--- config.mk ---
export PLATFORM = sky130hd
export DESIGN_NAME = bs_rr_router_bcst
export DESIGN_NICKNAME = d
export VERILOG_FILES = /design/src/rtl/bs_rr_router_bcst.sv
export SDC_FILE = /design/constraint.sdc
export NUM_CORES = 1
export LEC_CHECK = 0
export CAP_MARGIN = 10
export CORE_AREA = 2 2 118 120
export DETAILED_ROUTE_END_ITERATION = 8
export DIE_AREA = 0 0 120 122
export PLACE_DENSITY = 0.83
export SYNTH_ARGS = -nofsm -noshare
export SYNTH_HDL_FRONTEND = slang
export SYNTH_SLANG_ARGS = --single-unit
--- constraint.sdc ---
create_clock -name clk -period 9.65 [get_ports clk]
set_input_delay 0.965 -clock clk [delete_from_list [all_inputs] [get_ports clk]]
set_output_delay 0.965 -clock clk [all_outputs]
set_load 0.005 [all_outputs]
--- src/rtl/bs_rr_router_bcst.sv ---
// bs_rr_router_bcst: round-robin router from DRVRS source FIFOs to DRVRS sinks.
// Each packet takes one walk through IDLE -> POP -> DEC -> PUSH.
// The top ID_W bits of a packet select one sink or, when all ones, every sink
// except the sender. An undeliverable packet is dropped: either its destination
// is invalid, or its targets stay full for TIMEOUT cycles. Every drop is counted.
// All outputs are decoded from registered state, so there is no path from an
// input straight through to an output.
module bs_rr_router_bcst #(
    parameter int PCKG_SZ = 16,
    parameter int DRVRS   = 8,
    parameter int ID_W    = 8,
    parameter int TIMEOUT = 64
) (
    input  logic                       clk,
    input  logic                       reset,
    input  logic [DRVRS-1:0]           pndng,
    input  logic [DRVRS*PCKG_SZ-1:0]   D_pop,
    input  logic [DRVRS-1:0]           full,
    output logic [DRVRS-1:0]           pop,
    output logic [DRVRS-1:0]           push,
    output logic [DRVRS*PCKG_SZ-1:0]   D_push,
    output logic [15:0]                drop_cnt,
    output logic                       busy
);

    localparam int GW = (DRVRS > 1) ? $clog2(DRVRS) : 1;
    localparam int SW = $clog2(TIMEOUT + 1);
    localparam logic [SW-1:0] STALL_MAX = SW'(TIMEOUT - 1);

    typedef enum logic [1:0] {IDLE, POP, DEC, PUSH} state_t;

    state_t             state, state_nxt;
    logic [GW-1:0]      gnt;         // driver being served
    logic [GW-1:0]      last_grant;  // round-robin pointer
    logic [GW-1:0]      arb_gnt;
    logic [PCKG_SZ-1:0] pkt;
    logic [SW-1:0]      stall_cnt;
    logic [ID_W-1:0]    dest;
    logic [DRVRS-1:0]   gnt_oh;
    logic [DRVRS-1:0]   mask;
    logic               dest_uni, dest_bcst, dest_bad;
    logic               blocked, stall_out, drop;

    assign dest = pkt[PCKG_SZ-1 -: ID_W];

    // Round-robin search: the first pending driver found upward from last_grant+1.
    // The search wraps. It runs from the far end back toward the pointer, so the
    // nearest pending driver is the one that remains.
    always_comb begin : arb
        int idx;
        arb_gnt = '0;
        idx     = 0;
        for (int off = DRVRS; off >= 1; off--) begin
            idx = int'(last_grant) + off;
            if (idx >= DRVRS) idx = idx - DRVRS;
            if (pndng[idx]) arb_gnt = GW'(idx);
        end
    end

    // Target decode from the captured packet. The broadcast mask excludes the sender.
    always_comb begin
        gnt_oh    = '0;
        mask      = '0;
        dest_uni  = (32'(dest) < 32'(DRVRS));
        dest_bcst = !dest_uni && (dest == {ID_W{1'b1}});
        dest_bad  = !dest_uni && !dest_bcst;
        for (int i = 0; i < DRVRS; i++) begin
            gnt_oh[i] = (gnt == GW'(i));
            if (dest_uni) mask[i] = (32'(dest) == 32'(i));
        end
        if (dest_bcst) mask = ~gnt_oh;
    end

    // Any full target holds the whole packet, so a broadcast is never partial.
    assign blocked   = |(mask & full);
    assign stall_out = (stall_cnt == STALL_MAX);
    assign drop      = (state == DEC) && (dest_bad || (blocked && stall_out));

    // State register.
    always_ff @(posedge clk) begin
        if (reset) state <= IDLE;
        else       state <= state_nxt;
    end

    // Next-state logic.
    always_comb begin
        state_nxt = state;
        case (state)
            IDLE: if (|pndng) state_nxt = POP;
            POP:  state_nxt = DEC;
            DEC: begin
                if (dest_bad)      state_nxt = IDLE;
                else if (!blocked) state_nxt = PUSH;
                else if (stall_out) state_nxt = IDLE;
            end
            PUSH: state_nxt = IDLE;
            default: state_nxt = IDLE;
        endcase
    end

    // Datapath: grant capture, packet capture, stall timer, drop counter and
    // pointer update. A reset while a packet is in flight discards the packet
    // without counting it as a drop.
    always_ff @(posedge clk) begin
        if (reset) begin
            gnt        <= '0;
            last_grant <= GW'(DRVRS - 1);
            pkt        <= '0;
            stall_cnt  <= '0;
            drop_cnt   <= '0;
        end else begin
            case (state)
                IDLE: if (|pndng) gnt <= arb_gnt;
                POP: begin
                    pkt       <= D_pop[int'(gnt)*PCKG_SZ +: PCKG_SZ];
                    stall_cnt <= '0;
                end
                DEC: begin
                    if (drop) begin
                        last_grant <= gnt;
                        if (drop_cnt != 16'hFFFF) drop_cnt <= drop_cnt + 16'd1;
                    end else if (blocked) begin
                        stall_cnt <= stall_cnt + SW'(1);
                    end
                end
                PUSH: last_grant <= gnt;
                default: ;
            endcase
        end
    end

    // Output decode from registered state.
    always_comb begin
        pop    = (state == POP)  ? gnt_oh : '0;
        push   = (state == PUSH) ? mask   : '0;
        D_push = (state == PUSH) ? {DRVRS{pkt}} : '0;
        busy   = (state != IDLE);
    end

endmodule
======== Yosys cells after proc, flatten, opt, wreduce, memory -nomap -nowiden ========
Index checks and enable logic that the tools add are counted.
cells by class
  add/sub/neg operators ................... 18
  magnitude comparators ................... 17
  eq/ne operators ......................... 25
  shifts and indexed selects .............. 1
  muxes and demuxes ....................... 62
  bitwise gates (word level) .............. 2
  reduce and logical (&&, ||, !) cells .... 20
operator list
  operator               number
  $lt 32x5->1 const B    8
  $mux 32                8
  $mux 128               1
  $shiftx 128x8->16      1
  $sub 4x4->5 const B    7
  $eq 8x3->1 const B     4
  $ge 4x4->1 const B     7
  $mux 3                 9
  $bmux 1 s3             8
  $mux 1                 24
  $mux 8                 3
  $add 16x1->16 const B  1
  $add 3x3->4 const B    4
  $eq 8x2->1 const B     2
  $ne 16x16->1 const B   1
  $reduce_or 8->1        2
  $mux 7                 2
  $pmux 7 s2             1
  $eq 3x3->1 const B     4
  $add 3x2->4 const B    2
  $and 8x8->8            1
  $eq 8x1->1 const B     1
  $eq 8x8->1 const B     1
  $logic_not 8->1        1
  25 further kinds       42
storage, ports and cells
  register bits after elaboration ......... 47
  bits of input ports ..................... 146
  output and inout port bits .............. 161
  logic and storage cells ................. 151

======== Logic depth before layout (Yosys ltp) ========
  depth in word-level cells ............... 14
  gate-level depth with buffers ........... 12
  mapped depth without buffers ............ 9

======== Worst setup path after synthesis ========
OpenSTA, ideal clock, no wires.
  kind .................................... register to register
  start ................................... register last_grant[1]
  end ..................................... register gnt[0]
  setup time .............................. 101 ps
  arrival time ............................ 3045 ps
  required time ........................... 9549 ps
  setup slack ............................. 6504 ps
  stages on the path, launching flop included .. 12
  buffers on the path ..................... 3
  period minus slack after synthesis ...... 3146 ps
  cells stage by stage .................... dfxtp_1 clkbuf_1 buf_1 inv_1 ha_1 clkbuf_1 mux4_2 mux2i_1 inv_1 o211ai_1 o41ai_1 o41ai_1
between the ends
  longest elaborated chain between the ends .. 14
  elaborated cells on any way between the ends .. 64
  those cells by class .................... add/sub (16); order compare (8); mux (40)
RTL lines
  item                                              line  RTL
  start, declared                                   34    logic [GW-1:0] last_grant;
  start signal, assigned                            107   last_grant <= GW'(DRVRS - 1);
  start signal, assigned                            120   last_grant <= gnt;
  start signal, assigned                            126   PUSH: last_grant <= gnt;
  $add 3x4->5                                       54    idx = int'(last_grant) + off;
  $sub 5x4->6 / $ge 5x4->1 (equally long branches)  55    if (idx >= DRVRS) idx = idx - DRVRS;
  $mux 32                                           55
  $bmux 1 s3                                        56    if (pndng[idx]) arb_gnt = GW'(idx);
  $mux 1 (not written as such) (2 in series)        56
  $mux 3 (7 in series)                              56
  $mux 3 (*)                                        56
  end signal, assigned                              113   IDLE: if (|pndng) gnt <= arb_gnt;
  end, declared                                     33    logic [GW-1:0] gnt;
Mark *: on every way between the ends. The rest lies on a longest branch, timed or not. The select of a mux whose other input is x is not followed.
A chain may end at the register's enable or synchronous reset.

======== Worst setup path after layout ========
  start ................................... register pkt[9]
  end ..................................... output port push[5]
between the ends
  longest elaborated chain between the ends .. 5
  elaborated cells on any way between the ends .. 8
  those cells by class .................... order compare (1); eq/ne (2); mux (3); reduce/logical (2)
RTL lines
  item                    line  RTL
  start, declared         36    logic [PCKG_SZ-1:0] pkt;
  start signal, assigned  115   pkt <= D_pop[int'(gnt)*PCKG_SZ +: PCKG_SZ];
  $lt 8x4->1              64    dest_uni = (32'(dest) < 32'(DRVRS));
  $logic_not 1->1         65    dest_bcst = !dest_uni && (dest == {ID_W{1'b1}});
  $logic_and 1x1->1       65
  $mux 8 (*)              71    if (dest_bcst) mask = ~gnt_oh;
  $mux 8 (*)              135   push = (state == PUSH) ? mask : '0;
  end, declared           20    output logic [DRVRS-1:0] push,
Mark *: on every way between the ends. The rest lies on a longest branch, timed or not.

==> flow_summary_export.csv <==
group,metric,value,unit
timing,rsz0062_at_grt,"no",
routing,wl_per_cell,17.51,um
timing,worstMarginPinSlew,0.9197,ns
timing,fmax,277.1,MHz
layout,fillers,1168,
critical_path,cp-start-kind,"flip-flop",
critical_path,cp-end-kind,"output pin",
cts,clockBufferDepth,2,
critical_path,cp_max_fo,10,
layout,final_common_cell,"clkdlybuf4s50_1",
global_routing,grt_pass1_vias,4823,
routing,firstDrtPassIters,4,
cts,clk_transition_reported_paths,0.06,ns
layout,nNetsFinal,931,
die,core.rowCount,43,
cts,htreeDepth,2,
job,cap_violations,0,
synthesis,synth_cell_types,62,
global_routing,grt_first_pass_wirelength,25360,um
die,fp.dieH,122,um
power,switching_share,37.46,%
global_routing,grt_overflow,0,
routing,drt_iter0_markers,362,
power,p_int,0.0006427,W
cts,postCtsSetupBuffers,0,
global_routing,track_usage,21.59,%
global_routing,grt_max_degree,51,
critical_path,crit_required,8.69,ns
outcome,status,"completed",
synthesis,ys_seq_elements,47,
power,pwr-share-clk,21.5,%
layout,n_antenna_cell,0,
cts,ctsResizeCount,0,
layout,mostFrequentLayoutCells,"305 x clkdlybuf4s50_1, 52 x nor2_1, 45 x dfxtp_1, 41 x mux4_2, 36 x nand2_1",
critical_path,path_cells,"inv_1 > nor4_4 > a21oi_1 > nor2_1 > clkdlybuf4s50_1",
synthesis,async_flop_share,0,%
routing,antenna_left,0,
critical_path,worst-setup-path-type,"reg2out",
synthesis,synth_area,5234,um^2
power,peakVddDrop,0.08795,mV
die,core_area,13500,um^2
timing,period_minus_slack,3.609,ns
routing,drc,0,
timing,slew_viol_final,0,
synthesis,synth_cells,616,
placement,gp_congestion,0.9121,
placement,dp.cells,954,
timing,setup_viol,0,
routing,routed-via-count,5295,
timing,finalHoldViolCount,0,
power,power-per-cell-area,132.9,nW/um^2
cts,insertion_delay,0.29,ns
layout,area_growth,47.79,%
power,p_seq_share,25.3,%
critical_path,slowest_stage,"nor4_4",
power,design_power_total,0.001028,W
timing,period_share,37.40,%
timing,fin_setup_tns,0,ns
critical_path,slowest_delay,0.59,ns
cts,cts.sinks,47,
synthesis,synth_nets,766,
routing,drt-vias-per-instance,5.504,
cts,cts_tree,"yes",
die,initial_core_util,38.76,%
global_routing,antenna_found_initial,0,
cts,cts_buffers,5,
synthesis,synth_seq_area_share,17.98,%
power,leakage,2.670,nW
cts,cts-root-buf,"clkbuf_16",
layout,drive_gt1_share,9.463,%
power,pwr-share-comb,53.2,%
routing,wl,16840,um
placement,dpl.hpwl,13320,um
timing,relSlewSlack,38.69,%
synthesis,yosys_warnings,0,
synthesis,ys.flop_type,"dfxtp_1",
placement,port_buffers,306,
die,boundaryPins,307,
critical_path,critPathArrivalTime,2.64,ns
synthesis,syn_avg_cell_area,8.496,um^2
die,die_x,120,um
timing,finalClockSkew,0.007169,ns
power,p_sw,0.0003849,W
hold_path,hp-class,"reg2reg",
layout,layout.cells.non_filler,962,
die,die_area,14640,um^2
cts,ctsHoldBuffers,0,
synthesis,synth_edf_count,0,
[final timing paths]
check / from / endpoint / slack [ns] / depth (start not counted)
hold reg to reg: stall_cnt[6]$_SDFFE_PP0P_ / stall_cnt[6]$_SDFFE_PP0P_ / 0.43 / 2
hold / removal: stall_cnt[6]$_SDFFE_PP0P_ / stall_cnt[6]$_SDFFE_PP0P_ / 0.43 / 2
setup reg to reg: last_grant[1]$_SDFFE_PP1P_ / gnt[0]$_SDFFE_PP0P_ / 6.42 / 7
setup / recovery: pkt[9]$_SDFFE_PP0P_ / push[5] / 6.04 / 5
[logic make-up after synthesis]
| family | after synthesis | synth area share (%) |
|---|---|---|
| AOI/OAI and AO/OA | 111 | 14.56 |
| and+or+nand+nor | 210 | 21.52 |
| adders and majority gates | 4 | 0.9563 |
| muxes | 74 | 24.12 |
| DFF | 47 | 17.98 |
| xor gates and xnor gates | 3 | 0.5021 |
| buffers and inverters | 167 | 20.37 |
[routing by layer]
metal / vias up / global-route usage, % / routed length [um]
met3: 22 / 3.230 / 1264
met5: - / 0 / 0
met1: 2487 / 29.09 / 7064
met4: 0 / 5.147 / 258
li1: 2520 / - / -
met2: 266 / 36.51 / 8256
[registers in the layout, indices dropped and copies added (netlist names)]
name	flops
gnt	3
last_grant	3
stall_cnt	7
drop_cnt	16
state	2
pkt	16
[critical path, delay by kind of cell, from the launching register on]
family          cells  cell delay, ns
simple gates        2            0.88
flops               1            0.56
buf+inv             2            0.79
compound gates      1            0.13
[layout make-up]
type	instances	area [um^2]	area share (%)
Tap cell	180	225.2	2.912
Timing Repair Buffer	311	3095	40.02
Clock buffer	6	128.9	1.666
Sequential cell	47	943.4	12.20
Inverter	14	52.55	0.6794
Multi-Input combinational cell	402	3229	41.75
Clock inverter	2	60.06	0.7764
[synth_stat cells, types with 2 or more instances]
library cell / n / area share, %
buf_2: 6 / 0.57
a32oi_1: 3 / 0.50
clkbuf_1: 28 / 2.0
nor3b_1: 3 / 0.43
mux4_2: 41 / 18
and2_1: 7 / 0.84
buf_4: 113 / 16
or4_1: 12 / 1.7
o21ai_0: 14 / 1.3
or3_1: 4 / 0.48
nor3_2: 2 / 0.38
o31a_1: 2 / 0.33
nor4_1: 7 / 0.84
a21oi_1: 25 / 2.4
mux2_2: 7 / 1.5
nand2b_1: 6 / 0.72
o2111ai_1: 2 / 0.33
nand3_1: 19 / 1.8
a21boi_1: 2 / 0.29
inv_1: 14 / 1.0
nor2_1: 52 / 3.7
a211oi_1: 17 / 2.4
o21a_1: 6 / 0.86
nor4b_1: 2 / 0.33
or2_2: 2 / 0.24
mux2i_1: 26 / 5.0
nand2_1: 36 / 2.6
nor2b_1: 7 / 0.84
o31ai_1: 12 / 1.7
dfxtp_1: 47 / 18
nand4_1: 5 / 0.60
a221oi_1: 2 / 0.33
nor3_1: 13 / 1.2
buf_1: 5 / 0.36
o41ai_1: 2 / 0.33
o211ai_1: 3 / 0.43
ha_1: 4 / 0.96
xnor2_1: 3 / 0.50
and3_1: 21 / 2.5
nand3b_1: 6 / 0.86
a31oi_1: 7 / 0.84
[stage by stage]
| step | hold slack, ns | area, um^2 | utilization (%) | setup WS (ns) |
|---|---|---|---|---|
| floorplan | 0.4107 | 5234 | - | 6.504 |
| global placement | 0.4197 | 7546 | 55.88 | 6.317 |
| detailed placement | 0.4232 | 7546 | 55.88 | 6.217 |
| CTS | 0.4319 | 7735 | 57.28 | 6.041 |
| global route | 0.4768 | 7735 | 57.28 | 5.852 |
| finish | 0.4317 | 7735 | 57.28 | 6.041 |
[power by group through the flow]
| stage | Sequential [W] | Combinational (W) | Clock (W) |
|---|---|---|---|
| floorplan | 0.000230 | 0.000415 | 0 |
| global placement | 0.000262 | 0.000541 | 0 |
| detailed placement | 0.000263 | 0.000547 | 0 |
| CTS | 0.000260 | 0.000548 | 0.000224 |
| global route | 0.000265 | 0.000596 | 0.000233 |
| finish | 0.000260 | 0.000546 | 0.000221 |
(Power assumes the default switching activity.)
